### src/rtl/shift_pipe_stage_pkg.sv
// shift_pipe_stage_pkg: shared widths, ALU shift opcodes and stage record types
package shift_pipe_stage_pkg;
  localparam int DATA_W = 32;
  localparam int OPR_W = 6;
  localparam logic [OPR_W-1:0] OPR_SHIFT_R = 6'h04;
  localparam logic [OPR_W-1:0] OPR_SHIFT_L = 6'h05;
  typedef struct packed {
    logic              dir;
    logic              sat;
    logic [4:0]        amt;
    logic              err;
    logic [DATA_W-1:0] data;
  } req_t;
  typedef struct packed {
    logic [DATA_W-1:0] data;
    logic              zero;
    logic              lost;
    logic              err;
  } res_t;
endpackage

### src/rtl/shift_pipe_stage_if.sv
// shift_pipe_stage_if: request and result handshake bundle of the shift stage
interface shift_pipe_stage_if;
  import shift_pipe_stage_pkg::*;
  logic              in_valid;
  logic              in_ready;
  logic [OPR_W-1:0]  in_opr;
  logic [DATA_W-1:0] in_data;
  logic [DATA_W-1:0] in_shamt;
  logic              out_valid;
  logic              out_ready;
  logic [DATA_W-1:0] out_data;
  logic              out_zero;
  logic              out_lost;
  logic              out_err;
  modport master (output in_valid, in_opr, in_data, in_shamt, out_ready,
                  input in_ready, out_valid, out_data, out_zero, out_lost, out_err);
  modport slave (input in_valid, in_opr, in_data, in_shamt, out_ready,
                 output in_ready, out_valid, out_data, out_zero, out_lost, out_err);
endinterface

### src/rtl/shift_pipe_stage_core.sv
// shift32_core: 5-row zero-fill barrel shifter; right shift reuses the left rows via bit reversal
module shift32_core
  import shift_pipe_stage_pkg::*;
(
  input  logic [DATA_W-1:0] data,
  input  logic [4:0]        amt,
  input  logic              dir,
  output logic [DATA_W-1:0] result
);
  logic [DATA_W-1:0] rev_in, rev_out;
  logic [5:0][DATA_W-1:0] row;
  for (genvar b = 0; b < DATA_W; b++) begin : g_rev
    assign rev_in[b]  = data[DATA_W-1-b];
    assign rev_out[b] = row[5][DATA_W-1-b];
  end
  assign row[0] = dir ? data : rev_in;
  for (genvar r = 0; r < 5; r++) begin : g_row
    assign row[r+1] = amt[r] ? {row[r][DATA_W-1-(2**r):0], {(2**r){1'b0}}} : row[r];
  end
  assign result = dir ? row[5] : rev_out;
endmodule

### src/rtl/shift_pipe_stage.sv
// shift_pipe_stage: two-register valid/ready shift stage (request reg A, result reg B)
module shift_pipe_stage
  import shift_pipe_stage_pkg::*;
(
  input logic CLK,
  input logic RST,
  shift_pipe_stage_if.slave bus
);
  req_t a_q, a_d, new_req;
  res_t b_q, b_d, res;
  logic a_valid_q, a_valid_d, b_valid_q, b_valid_d;
  logic b_load, in_ready, in_xfer;
  logic [DATA_W-1:0] shifted, lost_mask;
  shift32_core u_core (.data(a_q.data), .amt(a_q.amt), .dir(a_q.dir), .result(shifted));
  always_comb begin
    b_load = a_valid_q && (!b_valid_q || bus.out_ready);
    in_ready = !a_valid_q || b_load;
    in_xfer = bus.in_valid && in_ready;
    new_req.dir = bus.in_opr == OPR_SHIFT_L;
    new_req.sat = |bus.in_shamt[DATA_W-1:5];
    new_req.amt = bus.in_shamt[4:0];
    new_req.err = bus.in_opr != OPR_SHIFT_L && bus.in_opr != OPR_SHIFT_R;
    new_req.data = bus.in_data;
    a_valid_d = in_xfer || (a_valid_q && !b_load);
    a_d = in_xfer ? new_req : a_q;
    // mask marks the bits that leave the word: top amt bits for left, bottom amt bits for right
    lost_mask = a_q.dir ? ~({DATA_W{1'b1}} >> a_q.amt) : ~({DATA_W{1'b1}} << a_q.amt);
    res.data = (a_q.err || a_q.sat) ? '0 : shifted;
    res.zero = ~|res.data;
    res.lost = !a_q.err && (a_q.sat ? |a_q.data : |(a_q.data & lost_mask));
    res.err = a_q.err;
    b_valid_d = b_load || (b_valid_q && !bus.out_ready);
    b_d = b_load ? res : b_q;
  end
  always_ff @(posedge CLK or negedge RST) begin
    if (!RST) begin
      a_q <= '0;
      a_valid_q <= 1'b0;
      b_q <= '0;
      b_valid_q <= 1'b0;
    end else begin
      a_q <= a_d;
      a_valid_q <= a_valid_d;
      b_q <= b_d;
      b_valid_q <= b_valid_d;
    end
  end
  assign bus.in_ready = in_ready;
  assign bus.out_valid = b_valid_q;
  assign bus.out_data = b_q.data;
  assign bus.out_zero = b_q.zero;
  assign bus.out_lost = b_q.lost;
  assign bus.out_err = b_q.err;
endmodule
### src/flat_wrapper.sv
// flat-port wrapper written by rule: the top's interface ports become plain ports
module shift_pipe_stage_flat import shift_pipe_stage_pkg::*;
  (CLK, RST, bus_in_valid, bus_in_opr, bus_in_data, bus_in_shamt, bus_out_ready, bus_in_ready, bus_out_valid, bus_out_data, bus_out_zero, bus_out_lost, bus_out_err);
  shift_pipe_stage_if bus_i ();
  input logic CLK;
  input logic RST;
  input wire logic [$bits(bus_i.in_valid)-1:0] bus_in_valid;
  input wire logic [$bits(bus_i.in_opr)-1:0] bus_in_opr;
  input wire logic [$bits(bus_i.in_data)-1:0] bus_in_data;
  input wire logic [$bits(bus_i.in_shamt)-1:0] bus_in_shamt;
  input wire logic [$bits(bus_i.out_ready)-1:0] bus_out_ready;
  output wire logic [$bits(bus_i.in_ready)-1:0] bus_in_ready;
  output wire logic [$bits(bus_i.out_valid)-1:0] bus_out_valid;
  output wire logic [$bits(bus_i.out_data)-1:0] bus_out_data;
  output wire logic [$bits(bus_i.out_zero)-1:0] bus_out_zero;
  output wire logic [$bits(bus_i.out_lost)-1:0] bus_out_lost;
  output wire logic [$bits(bus_i.out_err)-1:0] bus_out_err;
  assign bus_i.in_valid = bus_in_valid;
  assign bus_i.in_opr = bus_in_opr;
  assign bus_i.in_data = bus_in_data;
  assign bus_i.in_shamt = bus_in_shamt;
  assign bus_i.out_ready = bus_out_ready;
  assign bus_in_ready = bus_i.in_ready;
  assign bus_out_valid = bus_i.out_valid;
  assign bus_out_data = bus_i.out_data;
  assign bus_out_zero = bus_i.out_zero;
  assign bus_out_lost = bus_i.out_lost;
  assign bus_out_err = bus_i.out_err;
  shift_pipe_stage u_core (.CLK(CLK), .RST(RST), .bus(bus_i));
endmodule
### config.mk
export PLATFORM = sky130hd
export DESIGN_NAME = shift_pipe_stage_flat
export DESIGN_NICKNAME = d
export VERILOG_FILES = /design/src/rtl/shift_pipe_stage_pkg.sv /design/src/rtl/shift_pipe_stage_if.sv /design/src/rtl/shift_pipe_stage_core.sv /design/src/rtl/shift_pipe_stage.sv /design/src/flat_wrapper.sv
export SDC_FILE = /design/constraint.sdc
export NUM_CORES = 1
export LEC_CHECK = 0
export BUFFER_PORTS_ARGS = -buffer_cell sky130_fd_sc_hd__buf_4
export CAP_MARGIN = 20
export CORE_ASPECT_RATIO = 1.2
export CORE_MARGIN = 1
export CORE_UTILIZATION = 35
export DETAILED_ROUTE_END_ITERATION = 6
export PLACE_DENSITY = 0.58
export SLEW_MARGIN = 20
export SYNTH_ARGS = -nofsm -noshare
export SYNTH_HDL_FRONTEND = slang
export SYNTH_SLANG_ARGS = --single-unit
export TNS_END_PERCENT = 30
### constraint.sdc
create_clock -name CLK -period 9 [get_ports CLK]
set_input_delay 0.9 -clock CLK [delete_from_list [all_inputs] [get_ports CLK]]
set_output_delay 0.9 -clock CLK [all_outputs]
set_load 0.1 [all_outputs]
---- Word level (Yosys, flattened, before mapping) ----
Cells that the tools add are included.
storage, ports and cells
  flip-flop bits (word level) ............. 77
  bits of input ports ..................... 74
operators by class
  equal/unequal tests ..................... 3
  shifts and indexed selects .............. 2
  multiplexer cells ....................... 10
  bitwise gates (word level) .............. 3
  reductions and logical operators ........ 21
operator list
  operator                                             count
  2-to-1 mux 32 bit                                    9
  OR reduction 32 bit                                  3
  NOT 32 bit                                           2
  AND 32 bit                                           1
  left shift 32 x 5 -> 32 bit, first input constant    1
  >> shifter 32 x 5 -> 32 bit, first input constant    1
  OR reduction 27 bit                                  1
  != test 6 x 3 -> 1 bit, second input constant        2
  equality test 6 x 3 -> 1 bit, second input constant  1
  logical AND 1 bit                                    6
  zero test 1 bit                                      6
  logical OR 1 bit                                     5
  2-to-1 mux 1 bit                                     1

---- Longest topological paths before layout ----
Gate-level depths: netlist of run 1.
  depth in word-level cells ............... 10
  depth in mapped cells ................... 14

---- Hierarchy ----
From an unflattened synthesis of run 1, not the netlist that was laid out.
second synthesis, totals
  cell total of the unflattened synthesis .. 771
  area, all modules ....................... 6975.4 um^2
modules (own cells, without submodules)
  module            times used  cells each  area each (um^2)  seq. area each (um^2)
  shift_pipe_stage  1           428         3990.1            1926.8
  shift32_core      1           343         2985.4            0.0

---- Worst setup path before layout of run 1 ----
No wires, ideal clock.
  path type ............................... register to register
  start ................................... register u_core.b_valid_q, in the netlist u_core.bus.out_valid
  end ..................................... register u_core.a_q[0] in the netlist's numbering
  arrival time ............................ 3145 ps
  data required time ...................... 8875 ps
  slack ................................... 5731 ps
  cell stages (with the launch flop) ...... 5
  buffers on the path ..................... 1
  period minus slack after synthesis ...... 3269 ps
  path through ............................ dfrtp_1 nand3b_1 nand2_1 clkbuf_1 mux2_2
on the way
  cells in the longest elaborated chain, start to end .. 5
RTL lines
  item                    RTL line                RTL
  from (decl)             shift_pipe_stage.sv:11  logic a_valid_q, a_valid_d, b_valid_q, b_valid_d;
  from (signal assigned)  shift_pipe_stage.sv:45  b_valid_q <= b_valid_d;
  zero test 1 bit         shift_pipe_stage.sv:16  b_load = a_valid_q && (!b_valid_q || bus.out_ready);
  logical OR 1 bit        shift_pipe_stage.sv:16
  logical AND 1 bit       shift_pipe_stage.sv:16
  logical OR 1 bit        shift_pipe_stage.sv:17  in_ready = !a_valid_q || b_load;
  named net bus_in_ready  flat_wrapper.sv:12      output wire logic [$bits(bus_i.in_ready)-1:0] bus_in_ready;
  logical AND 1 bit       shift_pipe_stage.sv:18  in_xfer = bus.in_valid && in_ready;
  to (signal assigned)    shift_pipe_stage.sv:37  a_q <= '0;
  to (signal assigned)    shift_pipe_stage.sv:42  a_q <= a_d;
  to (decl)               shift_pipe_stage.sv:9   req_t a_q, a_d, new_req;
The timed path passes the listed nets, and every way through them passes these cells.
A chain may end at the register's enable or synchronous reset.

---- Final worst setup path of run 1 ----
  start ................................... register u_core.a_q[39] in the netlist's numbering
  end ..................................... register u_core.b_q (netlist bit u_core.bus.out_zero)
on the way
  cells in the longest elaborated chain, start to end .. 10
RTL lines
  item                             RTL line                     RTL
  2-to-1 mux 32 bit                shift_pipe_stage_core.sv:16  assign row[0] = dir ? data : rev_in;
  2-to-1 mux 32 bit (5 in series)  shift_pipe_stage_core.sv:18  assign row[r+1] = amt[r] ? {row[r][DATA_W-1-(2**r):0], {(2**r){1'b0}}} : row[r];
  2-to-1 mux 32 bit (*)            shift_pipe_stage_core.sv:20  assign result = dir ? row[5] : rev_out;
  2-to-1 mux 32 bit (*)            shift_pipe_stage.sv:28       res.data = (a_q.err || a_q.sat) ? '0 : shifted;
  OR reduction 32 bit (*)          shift_pipe_stage.sv:29       res.zero = ~|res.data;
  zero test 1 bit (*)              shift_pipe_stage.sv:29
  to (signal assigned)             shift_pipe_stage.sv:39       b_q <= '0;
  to (signal assigned)             shift_pipe_stage.sv:44       b_q <= b_d;
  to (decl)                        shift_pipe_stage.sv:10       res_t b_q, b_d, res;
Every way passes the cells marked *; elsewhere a longest branch is shown, timed or not.

==> reports/metrics.yaml, run 1 <==
setup_path:
  end_kind: "flip-flop"
  path_buf_inv: 1
  crit_required_ns: 9.29
  critPathKind: "flip-flop to flip-flop"
  crit_slowest_cell: "buf_4"
  cp_data_arrival_time_ns: 4.58
  critPathTopFamily: "multiplexers"
  startpoint_type: "flip-flop"
  path_max_fanout: 69
  cp_common_cell: "mux2_2"
  cpPeakStageDelay_ns: 0.85
  cp_cell_sequence: "buf_4 > mux4_1 > mux2_2 > mux2_2 > a2111oi_4 > a22oi_1 > o32ai_1 > nand4_1 > o31ai_1 > a22o_1"
place:
  placed_cells: 1057
  place_hpwl_um: 16500
  port_buffers: 110
  gp_congestion: 0.963
outcome:
  status: "finished, final reports clean"
pwr:
  p_sw_frac: 0.457
  internal_power_uw: 890
  p_leak_uw: 0.00312
  pwr-share-comb: 0.476
  cellPowerDensity_nw_per_um2: 206
  p_sw_uw: 748
  ir_drop_mv: 0.103
  clkPwrFrac: 0.237
  seq_power_share: 0.287
die:
  dieHeight_um: 154
  core_sq_um: 18900
  die_w_um: 129
  dieArea_sq_um: 19900
  num_rows: 55
  start_util: 0.358
  io_pins: 111
yosys:
  syn_area_sq_um: 6770
  synth_warnings: 0
  syn-instance-count: 750
  syn_avg_cell_area_sq_um: 9.02
  ys.flop_type: "dfrtp_1"
  synthArstFlopShare: 1.00
  syn_nets: 824
  ys_types: 73
  ys_ff_latch: 77
  yosysSeqAreaShare: 0.285
  synth_edf_count: 0
detailed_routing:
  wl_met3_um: 1920
  drtIter0Drc: 645
  viasPerCell: 6.22
  highest_layer: "met4"
  vias: 6679
  dr.pass1.iters: 6
  wl_per_cell_um: 22.0
  drcViolationCount: 0
  ant_nets: 0
  wl_met1_um: 9480
  wl_met2_um: 11200
  drt-total-wl_um: 23600
global_route:
  first_global_vias: 6326
  antenna_found_initial: 0
  grt_pass1_wl_um: 36500
  grt.total_usage: 0.241
  grt_max_degree: 70
  grt_overflow: 0
sta:
  finalSetupViolCount: 0
  fin_setup_tns_ns: 0
  finalMaxSlewViolations: 0
  fmax_ghz: 0.233
  worst_pin_slew_ns: 1.11
  slew_headroom: 0.257
  hold_slack_ns: 0.465
  finalClockSkew_ns: 0.0115
  min_period_over_period: 0.477
  min_period_ns: 4.29
  rsz0062_at_grt: "no"
  hold_viol: 0
clock_tree:
  htree_levels: 3
  clockBufferDepth: 2
  ctsResizeCount: 0
  cts_sinks: 77
  cts_hold_buf: 0
  clkTransAtPathRegs_ns: 0.07
  numCtsBuffers: 9
  clk_latency_ns: 0.36
  post-cts-setup-buffers: 0
  tritoncts: "built"
  root_buffer: "clkbuf_16"
worst_hold_path:
  hp-class: "flip-flop to flip-flop"
finish:
  diodes: 0
  drive_above_1_share: 0.297
  fin_nets: 886
  final_cells: 1073
  area_growth_pct: 17.7
  finish.utilization: 0.421
  fillers: 1951
flow_run:
  maxCapViolations: 0
metal layers:
| metal | vias up | global-route usage |
|---|---|---|
| met1 | 3238 | 0.309 |
| met2 | 372 | 0.379 |
| li1 | 3001 | - |
| met5 | - | 0 |
| met3 | 68 | 0.0415 |
| met4 | 0 | 0.143 |
sequential cells by signal (all words and copies together) (netlist names):
signal                count
u_core.bus.out_data      32
u_core.a_q               40
u_core.a_valid_q          1
u_core.bus.out_lost       1
u_core.bus.out_zero       1
u_core.bus.out_valid      1
u_core.bus.out_err        1
worst reg2reg max path: cells and delay by family, from the launching register on:
kind,cells,cell delay (ns)
AOI/OAI and AO/OA,5,1.25
buffers and inverters,1,0.85
and+or+nand+nor,1,0.13
DFF,1,0.69
muxes,3,1.31
kinds of logic after synthesis:
family	count (synthesis)	synth area share
simple gates	242	0.167
flops	77	0.285
fa+ha+maj	1	0.00148
xor+xnor	1	0.00129
buf+inv	73	0.0508
mux	133	0.271
compound gates	223	0.223
layout make-up:
class / count / area, sq um / share of cell area
multi-input combinational: 600 / 4500 / 0.565
sequential: 77 / 1930 / 0.243
timing repair buffer: 118 / 886 / 0.111
tap: 256 / 320 / 0.0402
clock buffer: 9 / 225 / 0.0283
clock inverter: 7 / 77.6 / 0.00974
inverter: 6 / 22.5 / 0.00283
power groups by stage:
stage               Sequential, uW  Combinational, uW  Clock (uW)
finish                         470                779         389
global route                   476                830         406
CTS                            467                766         396
detailed placement             473                764           0
global placement               473                763           0
floorplan                      534                476           0
stage by stage:
stage	total power, uW	worst slack [ns]	cell area, sq um
global route	1710	4.42	7960
floorplan	1010	5.73	6770
detailed placement	1240	4.78	7660
CTS	1630	4.74	7960
global placement	1240	4.82	7660
finish	1640	4.71	7960
final timing paths:
check                                        from                endpoint  slack, ns  cells after the start
min reg2reg                u_core.bus.out_data[6]  u_core.bus.out_data[6]       0.46                      2
min                        u_core.bus.out_data[6]  u_core.bus.out_data[6]       0.46                      2
max                                u_core.a_q[39]     u_core.bus.out_zero       4.71                     10
max in group asynchronous                     RST          u_core.a_q[39]       7.51                      2
max reg2reg                        u_core.a_q[39]     u_core.bus.out_zero       4.71                     10
min in group asynchronous                     RST          u_core.a_q[13]       0.49                      1
cells in the mapped netlist, types with 5 or more instances:
library cell	instances	area share
nand2b_1	12	0.011
nor3_1	18	0.013
nor4_1	13	0.012
or2_2	8	0.0074
mux2_2	61	0.10
nor2_1	65	0.036
nand2_1	83	0.046
mux4_2	26	0.087
o21a_1	5	0.0055
a31oi_1	5	0.0046
nand3_1	11	0.0081
o21ai_0	58	0.043
and2_1	6	0.0055
mux4_1	5	0.019
o211ai_1	10	0.011
clkbuf_1	42	0.023
a211oi_1	5	0.0055
a22o_1	8	0.010
buf_2	12	0.0089
a221oi_1	5	0.0065
o221ai_1	5	0.0065
nor2b_1	6	0.0055
a21oi_1	47	0.035
mux2i_1	38	0.056
buf_1	8	0.0044
a22oi_1	12	0.013
nand4_1	9	0.0083
a211o_1	5	0.0065
o31ai_1	7	0.0078
dfrtp_1	77	0.28
o22ai_1	11	0.010
cells in the final DEF (no fill, tap or decap), drive strengths merged, types with 14 or more instances in the layout:
| master | netlist | routed |
|---|---|---|
| buf | 25 | 118 |
| nand2 | 83 | 83 |
| dfrtp | 77 | 77 |
| nor2 | 65 | 65 |
| mux2 | 63 | 63 |
| o21ai | 59 | 59 |
| a21oi | 47 | 47 |
| mux2i | 39 | 39 |
| mux4 | 31 | 31 |
| nor3 | 18 | 18 |
| nor4 | 14 | 14 |
(Power assumes the default switching activity.)
==> run 2, diff against run 1 <==
PLACE_DENSITY = 0.6   (was 0.58)
clock period = 3.7 ns   (was 9 ns; I/O delays follow)
==> run 2 against run 1 <==
Flip-flop and latch count unchanged. First-iteration DRC count up 12%. Count of clock-buffer cells in the layout unchanged.
==> reports/metrics.yaml, run 2 (same netlist as run 1, synthesis figures left out) <==
global_route:
  grt_max_degree: 50  # was 70
  first_global_vias: 6552  # was 6326
  antenna_found_initial: 0  # unchanged
  grt.total_usage: 0.257  # was 0.241
  grt_pass1_wl_um: 38500  # was 36500 um
  grt_overflow: 0  # unchanged
detailed_routing:
  drtIter0Drc: 725  # was 645
  ant_nets: 0  # unchanged
  dr.pass1.iters: 7  # was 6
  drcViolationCount: 0  # unchanged
  viasPerCell: 6.16  # was 6.22
  wl_per_cell_um: 22.4  # was 22.0 um
  drt-total-wl_um: 25000  # was 23600 um
  vias: 6875  # was 6679
clock_tree:
  ctsResizeCount: 0  # unchanged
  root_buffer: "clkbuf_16"  # unchanged
  clk_latency_ns: 0.36  # about the same
  clockBufferDepth: 2  # unchanged
  cts_sinks: 77  # unchanged
  clkTransAtPathRegs_ns: 0.07  # about the same
  cts_hold_buf: 0  # unchanged
  htree_levels: 3  # unchanged
  numCtsBuffers: 9  # unchanged
  tritoncts: "built"  # unchanged
pwr:
  cellPowerDensity_nw_per_um2: 488  # was 206 nW/um^2
  p_leak_uw: 0.00334  # was 0.00312 uW
  ir_drop_mv: 0.247  # was 0.103 mV
sta:
  finalSetupViolCount: 0  # unchanged
  hold_slack_ns: 0.0407  # was 0.465 ns
  slew_headroom: 0.356  # was 0.257
  min_period_ns: 3.31  # was 4.29 ns
  fin_ws_ns: 0.387  # was 4.71 ns
  worst_pin_slew_ns: 0.963  # was 1.11 ns
  rsz0062_at_grt: "no"  # unchanged
  min_period_over_period: 0.895  # was 0.477
  fin_setup_tns_ns: 0  # unchanged
  hold_viol: 0  # unchanged
  finalClockSkew_ns: 0.0112  # was 0.0115 ns
  finalMaxSlewViolations: 0  # unchanged
  fmax_ghz: 0.302  # was 0.233 GHz
setup_path:
  crit_required_ns: 4.00  # was 9.29 ns
  critPathKind: "flip-flop to flip-flop"  # unchanged
  cpPeakStageDelay_ns: 0.62  # was 0.85 ns
  path_buf_inv: 1  # unchanged
  end_kind: "flip-flop"  # unchanged
  path_max_fanout: 16  # was 69
  cp_cell_sequence: "buf_4 > mux2i_1 > o32a_1 > nand4_2 > a21o_1 > a2111o_1 > nor4_2 > o2111ai_1 > o31ai_1 > a22o_1"  # was buf_4 > mux4_1 > mux2_2 > mux2_2 > a2111oi_4 > a22oi_1 > o32ai_1 > nand4_1 > o31ai_1 > a22o_1
  crit_slowest_cell: "dfrtp_4"  # was buf_4
  startpoint_type: "flip-flop"  # unchanged
  critPathTopFamily: "compound AO/OA/AOI/OAI gates"  # was multiplexers
  cp_data_arrival_time_ns: 3.61  # was 4.58 ns
place:
  place_hpwl_um: 18600  # was 16500 um
  port_buffers: 110  # unchanged
  place_ws_ns: 0.327  # was 4.78 ns
  gp_congestion: 0.987  # was 0.963
finish:
  fin_nets: 929  # was 886
  top_register: "u_core.a_q"  # unchanged
  mostFrequentLayoutCell: "buf_4"  # unchanged
  fillers: 1924  # was 1951
  area_growth_pct: 23.1  # was 17.7%
  finish.utilization: 0.440  # was 0.421
  drive_above_1_share: 0.333  # was 0.297
  diodes: 0  # unchanged
  mostFrequentLayoutCells: "buf_4, nand2_1, dfrtp_1"  # unchanged
  largest_reg_flops: 40  # unchanged
die:
  num_rows: 55  # unchanged
  io_pins: 111  # unchanged
  die_w_um: 129  # unchanged
  start_util: 0.358  # unchanged
  dieHeight_um: 154  # unchanged
  core_sq_um: 18900  # unchanged
  dieArea_sq_um: 19900  # unchanged
worst_hold_path:
  hp-class: "input pin to async pin"  # was flip-flop to flip-flop
flow_run:
  maxCapViolations: 0  # unchanged
outcome:
  status: "finished, final reports clean"  # unchanged
==> run 2: report_power, final <==
group	leakage (uW)	switching (uW)	total, uW	internal [uW]
Clock	0.000136	408	878	469
Combinational	0.00224	1250	2030	786
Sequential	0.000963	214	1150	939
Total	0.00334	1870	4060	2190
==> run 2: area by class of cell <==
type,count,area (sq um),area share
sequential,77,1930,0.232
clock inverter,7,63.8,0.00766
multi-input combinational,600,4500,0.540
clock buffer,9,225,0.0270
tap,256,320,0.0384
timing repair buffer,161,1270,0.152
inverter,6,22.5,0.00270
==> run 2: per-layer routing <==
layer	track usage	vias up	part of all wire	routed length (um)
met2	0.410	397	0.47	11700
met1	0.321	3284	0.39	9750
met4	0.168	0	0.062	1560
met5	0	-	0	0
met3	0.0391	103	0.081	2040
li1	-	3091	-	-
==> run 2: final timing paths <==
kind | start | to | slack (ns) | depth (start not counted)
worst max-delay path | u_core.a_q[39] | u_core.bus.out_zero | 0.39 | 10
worst min-delay path | RST | u_core.a_q[11] | 0.04 | 1
worst max register to register | u_core.a_q[39] | u_core.bus.out_zero | 0.39 | 10
worst min register to register | u_core.bus.out_data[6] | u_core.bus.out_data[6] | 0.46 | 2
max in group asynchronous | RST | u_core.bus.out_data[3] | 2.80 | 2
min in group CLK | bus_in_valid | u_core.a_valid_q | 0.23 | 2
==> run 2: metrics by stage <==
stage          power, uW  std cells  area (sq um)
2_1_floorplan       2460        750          6770
3_3_place_gp        3150       1099          8010
3_5_place_dp        3150       1099          8010
4_1_cts             4040       1115          8300
5_1_grt             4250       1116          8330
6_report            4060       1116          8330
==> run 2: what timing repair did <==
action | 4_1_cts | 5_1_grt
setup endpoints to repair | 0 | 1
hold endpoints to repair | 0 | 0
setup buffers | 0 | 1
==> run 3, diff against run 2 <==
CTS_CLUSTER_DIAMETER = 200   (was default)
PLACE_DENSITY = 0.53   (was 0.6)
==> run 3 against run 2 <==
Clock power down 2%. Maximum frequency down 4.3%. Worst hold slack worse by 0.0040 ns. Highest routed layer unchanged. Critical endpoint unchanged. Critical path type unchanged. Cell count up 0.36%.
==> reports/metrics.yaml, run 3 (same netlist as run 1, synthesis figures left out) <==
setup_path:
  end_kind: "flip-flop"  # unchanged
  reg2reg_from: "u_core.a_q[33]"  # was u_core.a_q[39]
  rrSetupSlack_ns: 0.24  # was 0.39 ns
  startpoint: "u_core.a_q[33]"  # was u_core.a_q[39]
  cp_data_arrival_time_ns: 3.75  # was 3.61 ns
  crit_required_ns: 3.99  # was 4.00 ns
  startpoint_type: "flip-flop"  # unchanged
  r2r_end: "u_core.bus.out_zero"  # unchanged
  critPathKind: "flip-flop to flip-flop"  # unchanged
  reg2reg_depth: 9  # was 10
  path_max_fanout: 16  # unchanged
die:
  core_sq_um: 18900  # unchanged
  start_util: 0.358  # unchanged
  dieArea_sq_um: 19900  # unchanged
  num_rows: 55  # unchanged
  die_w_um: 129  # unchanged
  io_pins: 111  # unchanged
  dieHeight_um: 154  # unchanged
detailed_routing:
  wl_per_cell_um: 25.1  # was 22.4 um
  dr.pass1.iters: 6  # was 7
  vias: 6996  # was 6875
  viasPerCell: 6.25  # was 6.16
  drcViolationCount: 0  # unchanged
  drtIter0Drc: 566  # was 725
  ant_nets: 0  # unchanged
  drt-total-wl_um: 28100  # was 25000 um
worst_hold_path:
  hp-class: "input pin to async pin"  # unchanged
finish:
  top_register: "u_core.a_q"  # unchanged
  seqCellArea_sq_um: 1930  # unchanged
  multi_input_area_sq_um: 4500  # about the same
  largest_reg_flops: 40  # unchanged
  diodes: 0  # unchanged
  fin_nets: 933  # was 929
  area_growth_pct: 23.7  # was 23.1%
  drive_above_1_share: 0.337  # was 0.333
  fillers: 1891  # was 1924
  mostFrequentLayoutCells: "buf_4, nand2_1, dfrtp_1"  # unchanged
  mostFrequentLayoutCell: "buf_4"  # unchanged
  finish.utilization: 0.442  # was 0.440
clock_tree:
  numCtsBuffers: 9  # unchanged
  htree_levels: 3  # unchanged
  root_buffer: "clkbuf_16"  # unchanged
  clkTransAtPathRegs_ns: 0.07  # about the same
  cts_hold_buf: 0  # unchanged
  clk_latency_ns: 0.36  # about the same
  tritoncts: "built"  # unchanged
  clockBufferDepth: 2  # unchanged
  cts_sinks: 77  # unchanged
pwr:
  cellPowerDensity_nw_per_um2: 494  # was 488 nW/um^2
  ir_drop_mv: 0.215  # was 0.247 mV
  power_uw: 4140  # was 4060 uW
  p_leak_uw: 0.00334  # about the same
global_route:
  first_global_vias: 6873  # was 6552
  grt_pass1_wl_um: 43000  # was 38500 um
  grt_max_degree: 78  # was 50
  grt.total_usage: 0.291  # was 0.257
  antenna_found_initial: 0  # unchanged
  grt_overflow: 0  # unchanged
sta:
  min_period_over_period: 0.936  # was 0.895
  fmax_ghz: 0.289  # was 0.302 GHz
  hold_viol: 0  # unchanged
  min_period_ns: 3.46  # was 3.31 ns
  finalMaxSlewViolations: 0  # unchanged
  slew_headroom: 0.324  # was 0.356
  finalSetupViolCount: 0  # unchanged
  finalClockSkew_ns: 0.00965  # was 0.0112 ns
  rsz0062_at_grt: "no"  # unchanged
  worst_pin_slew_ns: 1.01  # was 0.963 ns
place:
  port_buffers: 110  # unchanged
  place_hpwl_um: 21000  # was 18600 um
  gp_congestion: 0.962  # was 0.987
flow_run:
  maxCapViolations: 0  # unchanged
outcome:
  status: "finished, final reports clean"  # unchanged
run 3: cell types whose count changed in the layout (fill, tap and decap cells not counted):
cell        before  now
clkinvlp_4       2    4
buf_16           1    0
mux2i_1         38   37
buf_6            0    2
o21ai_1          1    2
o21ai_0         58   57
clkinv_4         1    0
inv_6            2    3
inv_8            2    0
buf_4          157  158
buf_12           3    5
mux2i_2          0    1
run 3: power breakdown:
group / internal, uW / switching (uW)
logic: 804 / 1300
clock network: 461 / 401
registers: 938 / 234
total: 2200 / 1930
run 3: how the worst max path moves through the flow:
stage	end	cells past startpoint
after floorplan	u_core.a_q[0]	4
after detailed placement	u_core.bus.out_zero	10
after global placement	u_core.bus.out_zero	10
after global routing	u_core.bus.out_zero	10
after CTS	u_core.bus.out_zero	10
final	u_core.bus.out_zero	9
run 3: repair_timing:
action | in CTS | in global routing
gates cloned | 0 | 0
pin swaps | 0 | 0
resized for setup | 0 | 2
setup endpoints to repair | 1 | 1
setup buffers | 1 | 0
run 3: stage by stage:
step / setup slack (ns) / setup TNS, ns / area (sq um) / cells / hold WS [ns]
after detailed placement: -0.0373 / -0.0373 / 8070 / 1103 / 0.470
after CTS: 0.0623 / 0 / 8360 / 1120 / 0.204
after global placement: 0.00203 / 0 / 8070 / 1103 / 0.462
after floorplan: 0.431 / 0 / 6770 / 750 / 0.0744
final: 0.238 / 0 / 8370 / 1120 / 0.0367
after global routing: 0.0838 / 0 / 8370 / 1120 / 0.102
run 3: critical path, cell delays in order, from the launching register on:
cell and delay, ns:
dfrtp_1 0.83, xor2_1 0.21, mux2_2 0.40, a222oi_1 0.50, a211oi_1 0.18, a2111o_1 0.37
nor4_2 0.29, o2111ai_1 0.15, o31ai_1 0.29, a22o_1 0.17
run 3: layer usage:
metal / part of all wire / up-vias / wire length [um] / GRT usage
met1: 0.40 / 3447 / 11200 / 0.354
met2: 0.49 / 361 / 13700 / 0.489
met5: 0 / - / 0 / 0
li1: - / 3100 / - / -
met4: 0.053 / 0 / 1500 / 0.156
met3: 0.062 / 88 / 1730 / 0.0495
run 3: cell type report:
cell class,count,area share
multi-input cells,600,0.538
clock buffers,9,0.0269
inverters,6,0.00269
flip-flops and latches,77,0.231
clock inverters,7,0.00673
well taps,256,0.0383
repair buffers,165,0.156
